===== config.mk =====
export PLATFORM = sky130hd
export DESIGN_NAME = log_div_32bit_pipe
export DESIGN_NICKNAME = d
export VERILOG_FILES = /design/src/rtl/log_div_32bit_pipe.sv
export SDC_FILE = /design/constraint.sdc
export NUM_CORES = 1
export LEC_CHECK = 0
export CAP_MARGIN = 20
export CORE_MARGIN = 2
export CORE_UTILIZATION = 64
export CTS_CLUSTER_SIZE = 20
export DETAILED_ROUTE_END_ITERATION = 12
export MAX_ROUTING_LAYER = met4
export PLACE_DENSITY = 0.95
export SYNTH_ARGS = -nofsm -noshare
export SYNTH_HDL_FRONTEND = slang
export SYNTH_SLANG_ARGS = --single-unit

===== constraint.sdc =====
create_clock -name clk -period 5.2 [get_ports clk]
set_input_delay 1.04 -clock clk [delete_from_list [all_inputs] [get_ports clk]]
set_output_delay 1.04 -clock clk [all_outputs]
set_load 0.1 [all_outputs]

===== src/rtl/log_div_32bit_pipe.sv =====
// log_div_32bit_pipe: three-stage Mitchell logarithmic divider with valid/ready handshake
// Ports:
//   clk, rst_n           clock, asynchronous active-low reset
//   in_valid/in_ready    operand handshake; in_ready follows pipeline advance
//   in_x, in_y           unsigned dividend and divisor
//   out_valid/out_ready  result handshake
//   out_q, out_dz        approximate quotient and divide-by-zero flag
//   done_cnt             saturating count of results taken downstream
module log_div_32bit_pipe #(
   parameter int CNT_W = 16
) (
   input  logic             clk,
   input  logic             rst_n,
   input  logic             in_valid,
   output logic             in_ready,
   input  logic [31:0]      in_x,
   input  logic [31:0]      in_y,
   output logic             out_valid,
   input  logic             out_ready,
   output logic [31:0]      out_q,
   output logic             out_dz,
   output logic [CNT_W-1:0] done_cnt
);
   logic               adv;
   logic [4:0]         kx, ky;
   logic [30:0]        fx, fy;
   logic               v1, xz1, yz1;
   logic [4:0]         kx1, ky1;
   logic [30:0]        fx1, fy1;
   logic [31:0]        d, m;
   logic               neg;
   logic signed [6:0]  e;
   logic               v2, xz2, yz2;
   logic [31:0]        m2;
   logic signed [6:0]  e2;
   logic [31:0]        q;
   // The whole pipeline moves as one unit; a held output freezes every stage.
   assign adv = ~out_valid | out_ready;
   assign in_ready = adv;
   // Leading-one position; the last set bit scanned upward wins.
   always_comb begin
      kx = '0;
      ky = '0;
      for (int i = 0; i < 32; i++) begin
         if (in_x[i]) kx = 5'(i);
         if (in_y[i]) ky = 5'(i);
      end
      fx = 31'(in_x << (5'd31 - kx));
      fy = 31'(in_y << (5'd31 - ky));
   end
   // A negative difference borrows from the exponent: 2^32 + d is just d read unsigned.
   always_comb begin
      d = {1'b0, fx1} - {1'b0, fy1};
      neg = d[31];
      m = neg ? d : {1'b1, d[30:0]};
      e = $signed({2'b00, kx1}) - $signed({2'b00, ky1}) - $signed({6'd0, neg});
   end
   always_comb begin
      q = (e2 < 7'sd0) ? '0 : m2 >> (5'd31 - e2[4:0]);
   end
   always_ff @(posedge clk or negedge rst_n) begin
      if (!rst_n) begin
         v1 <= 1'b0;
         xz1 <= 1'b0;
         yz1 <= 1'b0;
         kx1 <= '0;
         ky1 <= '0;
         fx1 <= '0;
         fy1 <= '0;
      end else if (adv) begin
         v1 <= in_valid;
         xz1 <= ~|in_x;
         yz1 <= ~|in_y;
         kx1 <= kx;
         ky1 <= ky;
         fx1 <= fx;
         fy1 <= fy;
      end
   end
   always_ff @(posedge clk or negedge rst_n) begin
      if (!rst_n) begin
         v2 <= 1'b0;
         xz2 <= 1'b0;
         yz2 <= 1'b0;
         m2 <= '0;
         e2 <= '0;
      end else if (adv) begin
         v2 <= v1;
         xz2 <= xz1;
         yz2 <= yz1;
         m2 <= m;
         e2 <= e;
      end
   end
   // Zero divisor outranks zero dividend.
   always_ff @(posedge clk or negedge rst_n) begin
      if (!rst_n) begin
         out_valid <= 1'b0;
         out_q <= '0;
         out_dz <= 1'b0;
      end else if (adv) begin
         out_valid <= v2;
         out_q <= yz2 ? '1 : xz2 ? '0 : q;
         out_dz <= yz2;
      end
   end
   always_ff @(posedge clk or negedge rst_n) begin
      if (!rst_n) done_cnt <= '0;
      else if (out_valid & out_ready & ~&done_cnt) done_cnt <= done_cnt + 1'b1;
   end
endmodule


== Yosys cells after proc, flatten, opt, wreduce, memory -nomap -nowiden ==
Index checks and enable logic that the tools add are counted.

* Order comparisons: 1
* $add $sub $neg: 7
* Muxes and demuxes: 65
* Bitwise logic cells: 4
* Shift-type cells: 3
* Reduce and logical (&&, ||, !) cells: 6

{| class="wikitable"
|+ Operator list
! kind !! count
|-
| two-way mux 5 bit || 56
|-
| two-way mux 32 bit || 3
|-
| OR reduction 32 bit || 2
|-
| << shifter 32 x 5 -> 31 bit || 2
|-
| right shift 32 x 5 -> 32 bit || 1
|-
| subtractor 31 x 31 -> 32 bit || 1
|-
| adder 16 x 1 -> 16 bit (second input constant) || 1
|-
| AND reduction 16 bit || 1
|-
| subtractor 5 bit (first input constant) || 3
|-
| two-way mux 2 bit || 4
|-
| < comparator 7 x 1 -> 1 bit (second input constant) || 1
|-
| subtractor 6 x 2 -> 7 bit || 1
|-
| subtractor 5 x 5 -> 6 bit || 1
|-
| logical NOT 1 bit || 3
|-
| bitwise AND 1 bit || 2
|-
| two-way mux 1 bit || 2
|-
| NOT 1 bit || 1
|-
| OR 1 bit || 1
|}

* Register bits: 167
* Word-level logic and storage cells: 102
* Output and inout bits: 51
* Input port bits: 68

== Logic depth before layout (Yosys ltp) ==
* Depth after elaboration: 33
* Mapped depth: 17
* Gate-level depth less buffers: 17

== Least setup slack after synthesis ==
Ideal clock, no wire load.

* Path type: input-to-output
* From: input port out_ready
* To: output port in_ready
* Path slack: 1399 ps
* Data arrival time: 2761 ps
* Required time: 4160 ps
* Path buffers: 3
* Stages: 5
* Cell sequence: nor2b_1 > inv_1 > clkbuf_1 > buf_1 > clkbuf_1

* Cells in the longest elaborated chain, start to end: 1

{| class="wikitable"
|+ Ends and longest elaborated chain
! what !! line !! RTL
|-
| start: declaration || 19 || <nowiki>input logic out_ready,</nowiki>
|-
| OR 1 bit || 38 || <nowiki>assign adv = ~out_valid | out_ready;</nowiki>
|-
| end: declaration || 15 || <nowiki>output logic in_ready,</nowiki>
|}

Every way passes these cells.

== Worst setup path in the final report ==
* From: register fx1[2]
* To: register e2[4]

* Cells in the longest elaborated chain, start to end: 2

{| class="wikitable"
|+ Ends and longest elaborated chain
! what !! line !! RTL
|-
| start: declaration || 29 || <nowiki>logic [30:0] fx1, fy1;</nowiki>
|-
| start signal: assignment || 68 || <nowiki>fx1 <= '0;</nowiki>
|-
| start signal: assignment || 76 || <nowiki>fx1 <= fx;</nowiki>
|-
| subtractor 31 x 31 -> 32 bit || 53 || <nowiki>d = {1'b0, fx1} - {1'b0, fy1};</nowiki>
|-
| subtractor 6 x 2 -> 7 bit || 56 || <nowiki>e = $signed({2'b00, kx1}) - $signed({2'b00, ky1}) - $signed({6'd0, neg});</nowiki>
|-
| end signal: assignment || 86 || <nowiki>e2 <= '0;</nowiki>
|-
| end signal: assignment || 92 || <nowiki>e2 <= e;</nowiki>
|-
| end: declaration || 35 || <nowiki>logic signed [6:0] e2;</nowiki>
|}

Every way passes these cells.
A chain may end at the register's enable or synchronous reset.

==> run summary <==
The flow ran to the end, and the final reports show no timing, DRC or antenna violations. The Yosys warning count is 0. The internal power came out at 0.00412 W.

The first global-routing pass estimated 64.9 mm of wire. The layout has 1,380 filler cells. Synthesis inferred 166 register bits.

The post-detailed-route DRC marker count is 0, and the post-synthesis cell type count is 75. The tree is rooted in a clkbuf_16. The remaining number of nets flagged by the antenna check after routing is 0.

On the critical path, the stage with the largest delay is an instance of o31ai_1. The number of core rows was 51. The logs give 58.4% for the combinational share of power and 0 for the number of gates resized after CTS. The run gives 460 ps as the clock insertion delay at the later pin of the skew report.

The number of enable-type register cells in the synthesized netlist came out at 0. At the placement stage, the worst setup path has a slack of 634 ps. The number of I/O pins was 119; the maximum clock frequency was 0.240 GHz. The power dissipated by switching net loads is 0.00414 W, and the number of instances in the synthesized netlist is 1,489. The antenna cell count is 0. For the relative slew slack, the log shows 32.0%. The run gives 158 as the pin count of the biggest net entering global routing. Summed over all failing endpoints, the final setup total negative slack is 0 ps. The congestion estimate from routability-driven global placement came to 1.05. Together, buffers and inverters on the worst path number 0. The share of synthesized flip-flops with an asynchronous set or reset came out at 100%. The part of the total power dissipated in sequential elements was 25.8%; the worst-path maximum fanout was 4. For this run, the post-layout net count is 1,684. Worst min-delay path class: reg2reg.

The first TritonRoute pass finished after 6 iterations. TritonCTS built the clock tree. Max-cap violations in this run came to 0. The maximum vdd drop is 324 uV, and the portion of the post-synthesis area used by sequential elements is 32.5%. Summed over all layers, the global routing overflow is 0. The tools report the setup skew after layout as 20.4 ps. The detailed router placed 12,424 vias in this run. Detailed placement ended at an HPWL of 30.1 mm. Setup repair after global routing left no endpoint under its margin. The detail-routed via count per cell is 6.70, and the average routed wire per standard cell is 21.6 um. STA puts the critical path data required time at 5540 ps. The worst setup path is launched from a flip-flop. For this configuration, the core starts out at a cell density of 65.4%.

Broken down by cell family, the worst path's largest delay share belongs to compound AO/OA/AOI/OAI gates. The transition at the pin with the smallest max-transition slack was 1020 ps; the post-route clock period utilization was 80.2%. The die covers 21,100 um^2. Walking the worst path, the cells encountered are ha_1, o21ai_0, a21oi_1, o31a_1, o31ai_1, o211a_1, nor3b_1, o21ba_2, a31o_2, a21oi_1, ha_1, ha_1, nand2_1, o21a_1, o21ai_0, nand2_1. The number of buffers added on ports was 118; the final number of setup-violating endpoints was 0.

Minimum clock period after layout: 4170 ps. The core box area was 19,500 um^2; the largest stage delay on the critical path was 650 ps. The final number of hold-violating endpoints was 0. For this design the static power due to leakage is 6.75 nW.

The most numerous cell type found on the critical path is ha_1. Per report_power, the clock group accounts for 15.9% of the total. The overall routed net length is 40.0 mm.

Dividing total power by cell area gives a power density of 558 nW/um^2. The share of cells above drive strength 1 was 7.93%; the combined area of the multi-input logic cells was 8020 um^2. The tools report the maximum clock path buffer count as 2.

Power comes to 0.00827 W. The count of final max-slew check failures came out at 0. The starting DRC count in detailed routing came out at 1,492.

Mean post-synth cell area: 8.57 um^2. For the summed instance area of the synthesized netlist, the log shows 12,800 um^2. The number of global-route vias before repair is 12,124. The type of destination of the critical path was a flip-flop.

The H-tree depth is 4. The x dimension of the die works out to 145 um. The run gives 39.4% as the overall track demand over capacity in global routing. The number of hold buffers added after CTS was 0.

Clock transition time at the flip-flop clock pins of the worst setup and hold paths: 80 ps. The predominant post-synthesis flop cell was dfrtp_1. The worst path meets setup with 1030 ps of slack. Once the clock tree was built, the setup fixing pass inserted 0 buffers.

Synthesis-to-finish area growth: 16.0%. The synthesized net count is 1,598. In this run switching power makes up 50.1% of total power. The die extent in y works out to 145 um. Counting every sink on the clock net gives 166. The arrival time reported for the critical path endpoint is 4510 ps, and the sequential cell area is 4160 um^2.

The initial antenna violation count is 0. In this run, CTS created clock tree buffers numbering 17. The critical setup path kind was reg2reg.
## per-layer routing
metal | global-route usage (%) | part of all wire (%) | wire (um)
met5 | - | 0 | 0
met4 | 21.8 | 6.3 | 2500
met3 | 8.14 | 7.7 | 3070
met2 | 62.7 | 47 | 19000
met1 | 47.0 | 39 | 15400
## logic make-up after synthesis
family,after synthesis,share of synthesized area [%]
AO/OA/AOI/OAI,432,22.7
XOR/XNOR,42,2.88
adder cells (fa/ha/maj),41,4.14
buffers and inverters,150,4.92
flip-flops,166,32.5
multiplexers,194,17.0
AND/OR/NAND/NOR,464,15.9
## cell usage after synthesis (all sizes together) (17+ instances only)
| cell | instances | area share (%) |
|---|---|---|
| dfrtp | 166 | 33 |
| buf | 28 | 1.3 |
| nor2 | 152 | 4.5 |
| a21oi | 104 | 4.1 |
| xor2 | 21 | 1.4 |
| ha | 39 | 3.8 |
| nand3 | 29 | 1.1 |
| mux2i | 163 | 13 |
| clkbuf | 56 | 1.6 |
| a21o | 17 | 1.0 |
| nor3 | 22 | 0.86 |
| o21ai | 106 | 4.2 |
| inv | 66 | 1.9 |
| nand2 | 179 | 5.3 |
| xnor2 | 21 | 1.4 |
## worst paths after layout
| kind | slack, ps | depth (start not counted) | to | start |
|---|---|---|---|---|
| max | 1030 | 16 | e2[4]$_DFFE_PN0P_ | fx1[2]$_DFFE_PN0P_ |
| min | 480 | 2 | out_q[16]$_DFFE_PN0P_ | out_q[16]$_DFFE_PN0P_ |
| max reg2reg | 1030 | 16 | e2[4]$_DFFE_PN0P_ | fx1[2]$_DFFE_PN0P_ |
| min reg2reg | 480 | 2 | out_q[16]$_DFFE_PN0P_ | out_q[16]$_DFFE_PN0P_ |
| max in group asynchronous | 3450 | 2 | fy1[11]$_DFFE_PN0P_ | rst_n |
| min in group asynchronous | 690 | 1 | out_q[11]$_DFFE_PN0P_ | rst_n |
## worst min-delay path: stages, from the launching register on
cell	delay, ps
dfrtp_1	340
nand2_1	60
nand2_1	50
## power groups by stage
| stage | Clock [W] | Combinational (W) | Sequential [W] |
|---|---|---|---|
| 2_1_floorplan | 0 | 0.00293 | 0.00265 |
| 3_3_place_gp | 0 | 0.00455 | 0.00212 |
| 3_5_place_dp | 0 | 0.00466 | 0.00214 |
| 4_1_cts | 0.00131 | 0.00473 | 0.00212 |
| 5_1_grt | 0.00137 | 0.00518 | 0.00219 |
| 6_report | 0.00131 | 0.00482 | 0.00213 |
## area by class of cell
class                      count  area share [%]
clock buffer                  17            2.87
clock inverter                15            1.33
inverter                      66            1.68
multi-input combinational   1173            54.1
sequential                   166            28.0
tap                          265            2.24
timing repair buffer         151            9.70
## per-stage QoR
stage,utilization (%),cells,cell area (um^2),hold slack (ps)
2_1_floorplan,-,1489,12800,430
3_3_place_gp,72.7,1820,14200,442
3_5_place_dp,72.7,1821,14200,460
4_1_cts,75.9,1853,14800,479
5_1_grt,75.9,1853,14800,511
6_report,75.9,1853,14800,477
## registers in the layout, indices dropped and copies added (netlist names), 5 cells and up
| signal | cells |
|---|---|
| out_q | 32 |
| done_cnt | 16 |
| e2 | 6 |
| m2 | 32 |
| kx1 | 5 |
| fx1 | 31 |
| ky1 | 5 |
| fy1 | 31 |
## placed cells by master, fill, tap and decap left out, drive strengths merged, types with 16 or more instances in the layout
cell type / count
o21ai: 106
nor3: 22
mux4: 16
clkdlybuf4s50: 116
o22ai: 16
a21o: 17
clkbuf: 17
xnor2: 21
inv: 71
ha: 39
nand3: 29
mux2i: 163
dfrtp: 166
nor2: 152
nand2b: 16
buf: 35
a21oi: 104
nand2: 179
xor2: 21
No activity file was read; power rests on OpenSTA's default activity.
